$ cat config.mk
export PLATFORM = sky130hd
export DESIGN_NAME = pc_unit
export DESIGN_NICKNAME = d
export VERILOG_FILES = /design/src/rtl/pc_unit_pkg.sv /design/src/rtl/pc_ras.sv /design/src/rtl/pc_unit.sv
export SDC_FILE = /design/constraint.sdc
export NUM_CORES = 1
export LEC_CHECK = 0
export BUFFER_PORTS_ARGS = -buffer_cell sky130_fd_sc_hd__buf_2
export CAP_MARGIN = 20
export CORE_MARGIN = 2
export CORE_UTILIZATION = 37
export DETAILED_ROUTE_END_ITERATION = 10
export SLEW_MARGIN = 10
export SYNTH_ARGS = -nofsm -noshare
export SYNTH_HDL_FRONTEND = slang
export SYNTH_SLANG_ARGS = --single-unit
$ cat constraint.sdc
create_clock -name clk -period 4.7 [get_ports clk]
set_input_delay 0.705 -clock clk [delete_from_list [all_inputs] [get_ports clk]]
set_output_delay 0.705 -clock clk [all_outputs]
set_load 0.005 [all_outputs]
$ cat src/rtl/pc_unit_pkg.sv
// Shared definitions for the program-counter unit.
// Holds the operation encodings driven by the control FSM.
package pc_unit_pkg;

   localparam logic [2:0] PC_INC    = 3'b000;
   localparam logic [2:0] PC_JUMP   = 3'b001;
   localparam logic [2:0] PC_BRANCH = 3'b010;
   localparam logic [2:0] PC_CALL   = 3'b011;
   localparam logic [2:0] PC_RET    = 3'b100;

endpackage

$ cat src/rtl/pc_ras.sv
// Return-address stack: a RAS_DEPTH x ADDR_W LIFO built from registers.
// Push and pop are never requested in the same cycle by the owner.
module pc_ras #(
   parameter int ADDR_W    = 10,
   parameter int RAS_DEPTH = 8
) (
   input  logic                         clk,
   input  logic                         reset,
   input  logic                         i_push,
   input  logic                         i_pop,
   input  logic [ADDR_W-1:0]            i_push_data,
   output logic [ADDR_W-1:0]            o_top,
   output logic [$clog2(RAS_DEPTH):0]   o_count,
   output logic                         o_full,
   output logic                         o_empty
);

   localparam int IW = $clog2(RAS_DEPTH);
   localparam int CW = IW + 1;

   logic [ADDR_W-1:0] r_stack [RAS_DEPTH];
   logic [CW-1:0]     r_count;
   logic [CW-1:0]     w_cnt_m1;
   logic [IW-1:0]     w_top_idx;
   logic [IW-1:0]     w_wr_idx;
   logic              w_do_push;
   logic              w_do_pop;

   assign o_full    = (r_count == CW'(RAS_DEPTH));
   assign o_empty   = (r_count == '0);
   assign w_cnt_m1  = r_count - CW'(1);
   assign w_top_idx = w_cnt_m1[IW-1:0];
   assign w_wr_idx  = r_count[IW-1:0];
   assign w_do_push = i_push && !o_full;
   assign w_do_pop  = i_pop && !o_empty;

   assign o_count = r_count;
   assign o_top   = o_empty ? '0 : r_stack[w_top_idx];

   // Storage is not reset; the count alone defines which entries are valid.
   always_ff @(posedge clk) begin
      if (w_do_push) begin
         r_stack[w_wr_idx] <= i_push_data;
      end
   end

   always_ff @(posedge clk) begin
      if (reset) begin
         r_count <= '0;
      end else if (w_do_push) begin
         r_count <= r_count + CW'(1);
      end else if (w_do_pop) begin
         r_count <= w_cnt_m1;
      end
   end

endmodule

$ cat src/rtl/pc_unit.sv
// Program-counter unit: next-PC selection, PC register, call/return via
// the return-address stack, and sticky stack over/underflow flags.
module pc_unit
   import pc_unit_pkg::*;
#(
   parameter int                ADDR_W     = 10,
   parameter int                DISP_W     = 8,
   parameter int                RAS_DEPTH  = 8,
   parameter logic [ADDR_W-1:0] RESET_ADDR = '0
) (
   input  logic                         clk,
   input  logic                         reset,
   input  logic                         pc_en,
   input  logic [2:0]                   op,
   input  logic                         cond,
   input  logic [ADDR_W-1:0]            target,
   input  logic [DISP_W-1:0]            disp,
   input  logic                         clr_err,
   output logic [ADDR_W-1:0]            pc_out,
   output logic [ADDR_W-1:0]            link_out,
   output logic [$clog2(RAS_DEPTH):0]   ras_count,
   output logic                         ras_full,
   output logic                         ras_empty,
   output logic                         ras_ovf,
   output logic                         ras_unf
);

   logic [ADDR_W-1:0] r_pc;
   logic              r_ovf;
   logic              r_unf;
   logic [ADDR_W-1:0] w_pc_inc;
   logic [ADDR_W-1:0] w_disp_ext;
   logic [ADDR_W-1:0] w_pc_nxt;
   logic              w_push;
   logic              w_pop;
   logic              w_ovf_evt;
   logic              w_unf_evt;

   assign w_pc_inc   = r_pc + ADDR_W'(1);
   assign w_disp_ext = ADDR_W'($signed(disp));

   assign w_push    = pc_en && (op == PC_CALL) && !ras_full;
   assign w_pop     = pc_en && (op == PC_RET) && !ras_empty;
   assign w_ovf_evt = pc_en && (op == PC_CALL) && ras_full;
   assign w_unf_evt = pc_en && (op == PC_RET) && ras_empty;

   always_comb begin
      w_pc_nxt = w_pc_inc;
      case (op)
         PC_JUMP:   w_pc_nxt = target;
         PC_BRANCH: w_pc_nxt = cond ? (r_pc + w_disp_ext) : w_pc_inc;
         PC_CALL:   w_pc_nxt = target;
         PC_RET:    w_pc_nxt = ras_empty ? w_pc_inc : link_out;
         default:   w_pc_nxt = w_pc_inc;
      endcase
   end

   always_ff @(posedge clk) begin
      if (reset) begin
         r_pc <= RESET_ADDR;
      end else if (pc_en) begin
         r_pc <= w_pc_nxt;
      end
   end

   // A new error in the same cycle as clr_err leaves the flag set.
   always_ff @(posedge clk) begin
      if (reset) begin
         r_ovf <= 1'b0;
         r_unf <= 1'b0;
      end else begin
         if (w_ovf_evt)    r_ovf <= 1'b1;
         else if (clr_err) r_ovf <= 1'b0;
         if (w_unf_evt)    r_unf <= 1'b1;
         else if (clr_err) r_unf <= 1'b0;
      end
   end

   pc_ras #(
      .ADDR_W    (ADDR_W),
      .RAS_DEPTH (RAS_DEPTH)
   ) u_ras (
      .clk         (clk),
      .reset       (reset),
      .i_push      (w_push),
      .i_pop       (w_pop),
      .i_push_data (w_pc_inc),
      .o_top       (link_out),
      .o_count     (ras_count),
      .o_full      (ras_full),
      .o_empty     (ras_empty)
   );

   assign pc_out  = r_pc;
   assign ras_ovf = r_ovf;
   assign ras_unf = r_unf;

endmodule
Word level (Yosys, flattened, before mapping)
Memory sizes are Yosys's and may differ from the RTL's.
Cells that the tools add are included.

storage, ports and cells
  register bits after elaboration = 16
  memories = 1
  word-level logic and storage cells = 40
  output and inout port bits = 28
  bits in writable memories = 80
  bits of input ports = 26

cells by class
  muxes and demuxes = 11
  eq/ne operators = 5
  $add $sub $neg = 4
  reduce and logical (&&, ||, !) cells = 15

memories
  name           words  width  read ports  clocked after Yosys merged registers in  wr ports  line          RTL
  u_ras.r_stack  8      10     1           0                                        1         pc_ras.sv:21  logic [ADDR_W-1:0] r_stack [RAS_DEPTH];

operators by type and width
  operator                 count
  $mux W10                 3
  $pmux W10 S3             1
  $add A10 B1 Y10 const B  1
  $add A10 B10 Y10         1
  $logic_and A1 B1 Y1      8
  $mux W4                  2
  $eq A3 B2 Y1 const B     2
  $reduce_bool A2 Y1       3
  $mux W1                  5
  $add A4 B1 Y4 const B    1
  $eq A4 B4 Y1 const B     1
  $logic_not A4 Y1         1
  $sub A4 B1 Y4 const B    1
  $eq A3 B1 Y1 const B     1
  $eq A3 B3 Y1 const B     1
  $logic_not A1 Y1         2
  $reduce_or A2 Y1         1

Logic depth before layout (Yosys ltp)
Gate-level depths: netlist of the first run.

  depth in word-level cells = 6
  gate-level depth with buffers = 11
  mapped depth without buffers = 7

Cells and area by module
From an unflattened synthesis of the first run, not the netlist that was laid out.

second synthesis, totals
  cells, all modules = 358
  area, all modules = 4750.8 um^2

by module, submodules not included
  module   area each (um^2)  instances  cells each  seq. area each (um^2)
  pc_ras   3497.1            1          193         2482.4
  pc_unit  1253.7            1          165         240.2

Worst setup path before layout of the first run
No wires, ideal clock.

  path type = register to register
  start = reg u_ras.r_count[0] (netlist: u_ras.o_count[0])
  end = mem u_ras.r_stack[0][0] (enable)
  arrival = 2590 ps
  setup time = 404 ps
  slack = 1706 ps
  data required time = 4296 ps
  cell stages (with the launch flop) = 8
  clock period less this slack = 2994 ps
  path buffers = 2
  path through = dfxtp_1 > buf_4 > buf_4 > inv_1 > ha_1 > and3b_1 > nand2b_1 > nor4_1

between the ends
  cells in the longest elaborated chain, start to end = 6

RTL lines
  element                          line                         RTL
  from (decl)                      pc_ras.sv:22                 logic [CW-1:0] r_count;
  from (signal assigned)           pc_ras.sv:51                 r_count <= r_count + CW'(1);
  from (signal assigned)           pc_ras.sv:53                 r_count <= w_cnt_m1;
  $eq A4 B4 Y1 *                   pc_ras.sv:29                 assign o_full = (r_count == CW'(RAS_DEPTH));
  via ras_full                     pc_unit.sv:22                output logic ras_full,
  $logic_not A1 Y1 *               pc_ras.sv:34, pc_unit.sv:42
  $logic_and A1 B1 Y1              pc_unit.sv:42                assign w_push = pc_en && (op == PC_CALL) && !ras_full;
  $logic_and A1 B1 Y1 *            pc_ras.sv:34                 assign w_do_push = i_push && !o_full;
  $mux W1 *                        pc_ras.sv:42                 if (w_do_push) begin
  $mux W1 (implied by the code) *  pc_ras.sv:43                 r_stack[w_wr_idx] <= i_push_data;
  to (decl)                        pc_ras.sv:21

The timed path passes the listed nets; every way through them passes the cells marked *.

Final worst setup path of the first run
  start = reg u_ras.r_count[1] (netlist: u_ras.o_count[1])
  end = out link_out[6]

between the ends
  cells in the longest elaborated chain, start to end = 3
  elaborated cells between the ends (all ways) = 4
  those cells by class = add/sub (1); mux (1); reduce/logical (1); memory (1)

RTL lines
  element         line           RTL
  $sub A4 B1 Y4   pc_ras.sv:31   assign w_cnt_m1 = r_count - CW'(1);
  $mem_v2 Z8 W10  -
  $mux W10 *      pc_ras.sv:38   assign o_top = o_empty ? '0 : r_stack[w_top_idx];
  to (decl)       pc_unit.sv:20  output logic [ADDR_W-1:0] link_out,

Every way passes the cells marked *; elsewhere a longest branch is shown, timed or not.

==> results of run 1 <==
-- through the flow --
| step | instance area, um2 | power [mW] | setup WS, ps | std cells | hold slack, ps |
|---|---|---|---|---|---|
| after CTS | 5390 | 1.93 | 1310 | 561 | 499 |
| after detailed placement | 5070 | 1.16 | 1680 | 545 | 480 |
| after global placement | 5050 | 1.16 | 1640 | 542 | 460 |
| after floorplan | 4580 | 1.09 | 1710 | 327 | 476 |
| after global routing | 5390 | 1.98 | 1160 | 561 | 512 |
| final | 5390 | 1.92 | 1350 | 561 | 499 |
-- power groups by stage --
stage / clock network, mW / registers, mW / logic [mW]
6_report: 0.775 / 0.955 / 0.186
5_1_grt: 0.822 / 0.956 / 0.206
4_1_cts: 0.789 / 0.955 / 0.187
3_5_place_dp: 0 / 0.973 / 0.186
3_3_place_gp: 0 / 0.973 / 0.183
2_1_floorplan: 0 / 0.969 / 0.121
-- worst min-delay path, delay by kind of cell, from the launching register on --
| family | cells | cell delay [ps] |
|---|---|---|
| DFF | 1 | 330 |
| AOI/OAI and AO/OA | 1 | 60 |
| and+or+nand+nor | 1 | 80 |
-- cell families (layout without fill, tap and decap cells) --
logic type               count (synthesis)  after routing  share of synthesized area, %
flip-flops                              96             96                          59.5
XOR/XNOR                                14             14                          3.09
AO/OA/AOI/OAI                           68             68                          10.7
adder cells (fa/ha/maj)                 13             13                          3.72
AND/OR/NAND/NOR                         94             94                          10.3
buffers and inverters                   18             84                          2.00
multiplexers                            24             24                          10.7
-- per-layer routing --
metal / GRT usage [%] / wire (um) / up-vias
li1: - / - / 1422
met1: 24.6 / 5010 / 1586
met2: 28.2 / 5500 / 114
met3: 3.85 / 750 / 12
met4: 4.66 / 130 / 0
met5: 0 / 0 / -
-- placed cells by master, fill, tap and decap left out, drive strengths merged, types with 8 or more instances in the layout --
master	netlist	routed
mux4	20	20
nor3	8	8
xnor2	10	10
nand2	30	30
o21ai	10	10
clkbuf	4	13
dfxtp	16	16
a221oi	8	8
edfxtp	80	80
ha	12	12
nor2	27	27
a21oi	13	13
buf	9	63
-- state kept, by name, summed over array words and instances, names as in the netlist --
signal,flops
u_ras.o_count,4
u_ras.r_stack,80
ras_unf,1
pc_out,10
ras_ovf,1
-- worst max path at each step --
stage                     slack [ps]                  end  cells after the start
final                           1350          link_out[6]                      7
after global routing            1160          link_out[5]                      7
after CTS                       1310          link_out[6]                      7
after detailed placement        1680          link_out[6]                      7
after global placement          1640  u_ras.r_stack[3][9]                      5
after floorplan                 1710  u_ras.r_stack[0][0]                      7
-- final cells by class --
cell class | instances | area share [%]
inverter | 5 | 0.348
timing repair buffer | 63 | 6.27
sequential | 96 | 50.6
clock inverter | 3 | 1.25
clock buffer | 13 | 4.64
tap | 168 | 3.90
multi-input combinational | 213 | 33.0
==> impl_metrics.yaml, run 1 <==
synth:
  postSynthAreaPerCell_um2: 14.0
  ys_warn_count: 0
  synth_edf_count: 80
  synth_seq_cells: 96
  synth.most_common_cell: "edfxtp_1"
  synth_area_leader_cell: "edfxtp_1"
  yosysSeqAreaShare_pct: 59.5
  mappedNetlistArea_um2: 4580
  synth.distinct_cells: 53
  syn_nets: 366
  synth_commonest_cells: "edfxtp_1, nand2_1, nor2_1"
  ys_top_cells_by_area: "edfxtp_1, mux4_2, dfxtp_1, ha_1, nand2_1"
  synth_top_flop_cell: "edfxtp_1"
  yosys.area.top_type_share_pct: 52.5
  async_flop_share_pct: 0
  synthCells: 327
floorplanning:
  coreArea_um2: 12100
  die-area_um2: 13300
  initial_utilization_pct: 37.9
  rows: 40
  die_w_um: 115
  ioPinCount: 54
  die_y_um: 115
worst_setup_path:
  worstRegToRegCells: 7
  cpPeakStageDelay_ps: 590
  rrSetupSlack_ps: 1810
  startpoint: "u_ras.o_count[1]"
  crit_path_top_delay_cell: "ha_1"
  rr_endpoint: "pc_out[8]"
  endpoint_kind: "output port"
  crit_family: "adder cells"
  crit_arrival_ps: 2650
  crit_type: "reg -> out"
  crit_buf_inv: 3
  cp.required_ps: 3990
  r2r-start: "u_ras.o_count[1]"
  cp-start-kind: "flip-flop"
  cp_max_fo: 10
  path_cells: "inv_1, ha_1, buf_4, mux4_2, mux2i_1, nor2_1, buf_2"
clocking:
  h-tree-depth: 3
  cts_setup_buffers: 0
  cts_hold_buf: 0
  clkTransAtPathRegs_ps: 60
  cts_resized: 0
  clock_path_buffers: 2
  cts_tree: "yes"
  clk_latency_ps: 340
  ctsRootBufferMaster: "clkbuf_16"
  clock_sinks: 96
  cts_made_buffers: 9
detailed_routing:
  ant_nets: 0
  post_drt_via_cell_ratio: 5.59
  drt-total-wl_um: 11400
  routedWlPerCell_um: 20.3
  vias: 3134
  drc: 0
  dr.pass1.iters: 4
  drt_iter0_markers: 244
global_route:
  track_usage_pct: 17.6
  grt_pass1_vias: 3047
  grt_max_degree: 29
  grt_overflow: 0
  grt_pass1_wl_um: 17200
  antenna_found_initial: 0
placement:
  port_buffers: 53
  place_congestion: 0.846
  dpl.hpwl_um: 8060
timing:
  finalCritPeriodShare_pct: 71.4
  finalHoldViolCount: 0
  skew_ps: 4.36
  slew_violations: 0
  tightest_slew_ps: 884
  rsz0062_at_grt: "false"
  setup_viol: 0
  slew_headroom_pct: 40.6
  fmax_mhz: 298
  setup_tns_ps: 0
  post-route-min-period_ps: 3350
power_and_ir_drop:
  comb_power_share_pct: 9.7
  p_int_mw: 1.50
  switchingPower_mw: 0.421
  power_frac_clock_pct: 40.5
  power_density_nw_per_um2: 356
  swShare_pct: 22.0
  p_leak_nw: 1.95
  power_frac_seq_pct: 49.8
  vdd_drop_max_v: 0.000249
worst_hold_path:
  hold_start: "ras_unf"
  holdPathStages: 2
  hold_class: "reg -> reg"
  min_to: "ras_unf"
run_status:
  outcome: "completed"
cells_and_area:
  multi_input_area_um2: 1780
  regArea_um2: 2720
  post-route-util_pct: 44.7
  num_antenna_cells: 0
  area_growth_pct: 17.7
  num-fill-cells: 1098
  drive_gt1_share_pct: 26.7
  layout.nets: 427
flow_run:
  maxCapViolCount: 0
No activity file was read; power rests on OpenSTA's default activity.
==> inputs of run 2 (changes only) <==
--- a/config.mk
+++ b/config.mk
@@ -5,6 +5,7 @@
 export SDC_FILE = /design/constraint.sdc
 export NUM_CORES = 1
 export LEC_CHECK = 0
+export ABC_AREA = 1
 export BUFFER_PORTS_ARGS = -buffer_cell sky130_fd_sc_hd__buf_2
 export CAP_MARGIN = 20
 export CORE_MARGIN = 2
==> constraint.sdc (replaced) <==
create_clock -name clk -period 3.5 [get_ports clk]
set_input_delay 0.525 -clock clk [delete_from_list [all_inputs] [get_ports clk]]
set_output_delay 0.525 -clock clk [all_outputs]
set_load 0.005 [all_outputs]
==> run 2 against run 1 <==
- critical endpoint is now link_out[5]
- area after synthesis grew 11%
- sequential share of layout area shrank 3.9 points
- non-clock buffer count grew 4
- register-to-register slack lost 590 ps
- highest routed layer unchanged
- cell area grew 8.2%
- sequential power grew 34%
- core utilization shrank 0.80 points
- die area grew 10%
- largest power group unchanged
==> impl_metrics.yaml, run 2 <==
run_status:
  outcome: "completed"
synth:
  synth_seq_cells: 96
  synth.most_common_cell: "nand2_1"
  synth_edf_count: 80
  ys_top_cells_by_area: "edfxtp_1, nand2_1, dfxtp_1, nand3_1, nor2_1"
  async_flop_share_pct: 0
  syn_nets: 614
  mappedNetlistArea_um2: 5060
  synth_commonest_cells: "nand2_1, edfxtp_1, nor2_1"
  yosysSeqAreaShare_pct: 53.8
  synthCells: 575
  synth.distinct_cells: 43
  synth_area_leader_cell: "edfxtp_1"
  ys_warn_count: 0
  yosys.area.top_type_share_pct: 47.5
  postSynthAreaPerCell_um2: 8.80
  synth_top_flop_cell: "edfxtp_1"
clocking:
  cts_made_buffers: 9
  clock_sinks: 96
  cts_resized: 0
  cts_setup_buffers: 0
  clock_path_buffers: 2
  clkTransAtPathRegs_ps: 60
  cts_hold_buf: 0
  ctsRootBufferMaster: "clkbuf_16"
  h-tree-depth: 3
  cts_tree: "yes"
  clk_latency_ps: 340
timing:
  fmax_mhz: 333
  skew_ps: 3.93
  tightest_slew_ps: 695
  slew_violations: 0
  hold_ws_ps: 446
  rsz0062_at_grt: "false"
  slew_headroom_pct: 53.5
  setup_tns_ps: 0
  setup_viol: 0
  post-route-min-period_ps: 3000
  finalHoldViolCount: 0
  finalCritPeriodShare_pct: 85.7
detailed_routing:
  ant_nets: 0
  drc: 0
  drt-total-wl_um: 13300
  drt_iter0_markers: 283
  routedWlPerCell_um: 16.4
  vias: 4120
  post_drt_via_cell_ratio: 5.06
  dr.pass1.iters: 5
power_and_ir_drop:
  vdd_drop_max_v: 0.000230
  power_frac_clock_pct: 38.2
  switchingPower_mw: 0.678
  p_leak_nw: 2.52
  power_frac_seq_pct: 47.8
  comb_power_share_pct: 14.0
  swShare_pct: 25.3
  p_int_mw: 2.01
  power_density_nw_per_um2: 461
global_route:
  grt_pass1_wl_um: 21500
  antenna_found_initial: 0
  grt_overflow: 0
  grt_pass1_vias: 4085
  track_usage_pct: 19.1
  grt_max_degree: 48
worst_setup_path:
  cp-start-kind: "flip-flop"
  crit_arrival_ps: 2480
  crit_top_cell: "inv_1"
  endpoint_kind: "output port"
  crit_path_top_delay_cell: "xnor2_1"
  rrSetupSlack_ps: 1220
  r2r-start: "u_ras.o_count[1]"
  worstRegToRegCells: 9
  crit_type: "reg -> out"
  cp.required_ps: 2970
  rr_endpoint: "pc_out[2]"
  path_cells: "inv_1, ha_1, xnor2_1, inv_2, nand2_1, and2_1, inv_1, nor2_1, buf_2"
  cpPeakStageDelay_ps: 550
  cp_max_fo: 10
floorplanning:
  coreArea_um2: 13300
  ioPinCount: 54
  rows: 42
  initial_utilization_pct: 38.1
  die-area_um2: 14600
  die_w_um: 121
  die_y_um: 121
cells_and_area:
  num_antenna_cells: 0
  final_cell_mix: "nand2_1, edfxtp_1, nor2_1"
  largest_reg_flops: 80
  drive_gt1_share_pct: 16.4
  top_register: "u_ras.r_stack"
  area_growth_pct: 15.2
  layout.nets: 673
  final_common_cell: "nand2_1"
placement:
  port_buffers: 53
  place_congestion: 0.900
  dpl.hpwl_um: 9740
worst_hold_path:
  hold_class: "in -> reg"
  min_to: "ras_ovf"
  hold_start: "clr_err"
  holdPathStages: 4
flow_run:
  maxCapViolCount: 0
-- run 2: cell count changes after synthesis, sizes merged, moves of 7 or more --
cell    change
nand3      +55
a221oi      -8
xnor2       -7
mux4       -20
o21ai      +21
a21oi       +9
buf         +9
inv        +50
nor2       +55
nand2     +127
nand4      +11
a211oi      -7
-- run 2: how the worst max path moves through the flow --
stage / endpoint / from
4_1_cts: link_out[5] / u_ras.o_count[1]
6_report: link_out[5] / u_ras.o_count[1]
3_5_place_dp: link_out[5] / u_ras.o_count[1]
2_1_floorplan: u_ras.r_stack[6][0] / u_ras.o_count[0]
5_1_grt: link_out[5] / u_ras.o_count[1]
3_3_place_gp: link_out[5] / u_ras.o_count[1]
-- run 2: critical path, delay by kind of cell (launching register included) --
kind	cells	cell delay (ps)
adder cells (fa/ha/maj)	1	250
AND/OR/NAND/NOR	3	350
flip-flops	1	440
XOR/XNOR	1	550
buffers and inverters	4	530
-- run 2: kinds of logic (layout without fill, tap and decap cells) --
| logic type | Yosys count | after routing | synth area share (%) |
|---|---|---|---|
| xor gates and xnor gates | 6 | 6 | 1.04 |
| and+or+nand+nor | 324 | 324 | 28.2 |
| AOI/OAI and AO/OA | 62 | 62 | 6.75 |
| DFF | 96 | 96 | 53.8 |
| buffers and inverters | 74 | 138 | 6.90 |
| adders and majority gates | 13 | 13 | 3.36 |
-- run 2: power by group through the flow --
stage          clock, mW  combinational [mW]  sequential, mW
3_3_place_gp           0               0.373            1.31
2_1_floorplan          0               0.259            1.30
3_5_place_dp           0               0.377            1.31
6_report            1.03               0.376            1.28
5_1_grt             1.08               0.421            1.29
4_1_cts             1.04               0.378            1.28
-- run 2: metal layers --
layer / vias to the layer above / track usage [%] / wire length [um]
met3: 22 / 2.82 / 412
li1: 2047 / - / -
met1: 1954 / 23.5 / 5780
met2: 97 / 33.9 / 6850
met5: - / 0 / 0
met4: 0 / 6.98 / 297
-- run 2: cell type report --
| class | instances | area, um2 |
|---|---|---|
| clock buffers | 9 | 225 |
| clock inverters | 7 | 86.3 |
| fillers | 1298 | 7460 |
| inverters | 55 | 216 |
| multi-input cells | 405 | 1990 |
| flip-flops and latches | 96 | 2720 |
| well taps | 176 | 220 |
| repair buffers | 67 | 370 |
-- run 2: through the flow --
step	std cells	worst slack [ps]	cell area [um2]	total power, mW	util (%)
after floorplan	575	885	5060	1.56	-
after global placement	799	939	5520	1.68	41.5
after detailed placement	799	876	5520	1.69	41.5
after CTS	815	484	5830	2.70	43.9
after global routing	815	351	5830	2.78	43.9
final	815	499	5830	2.69	43.9
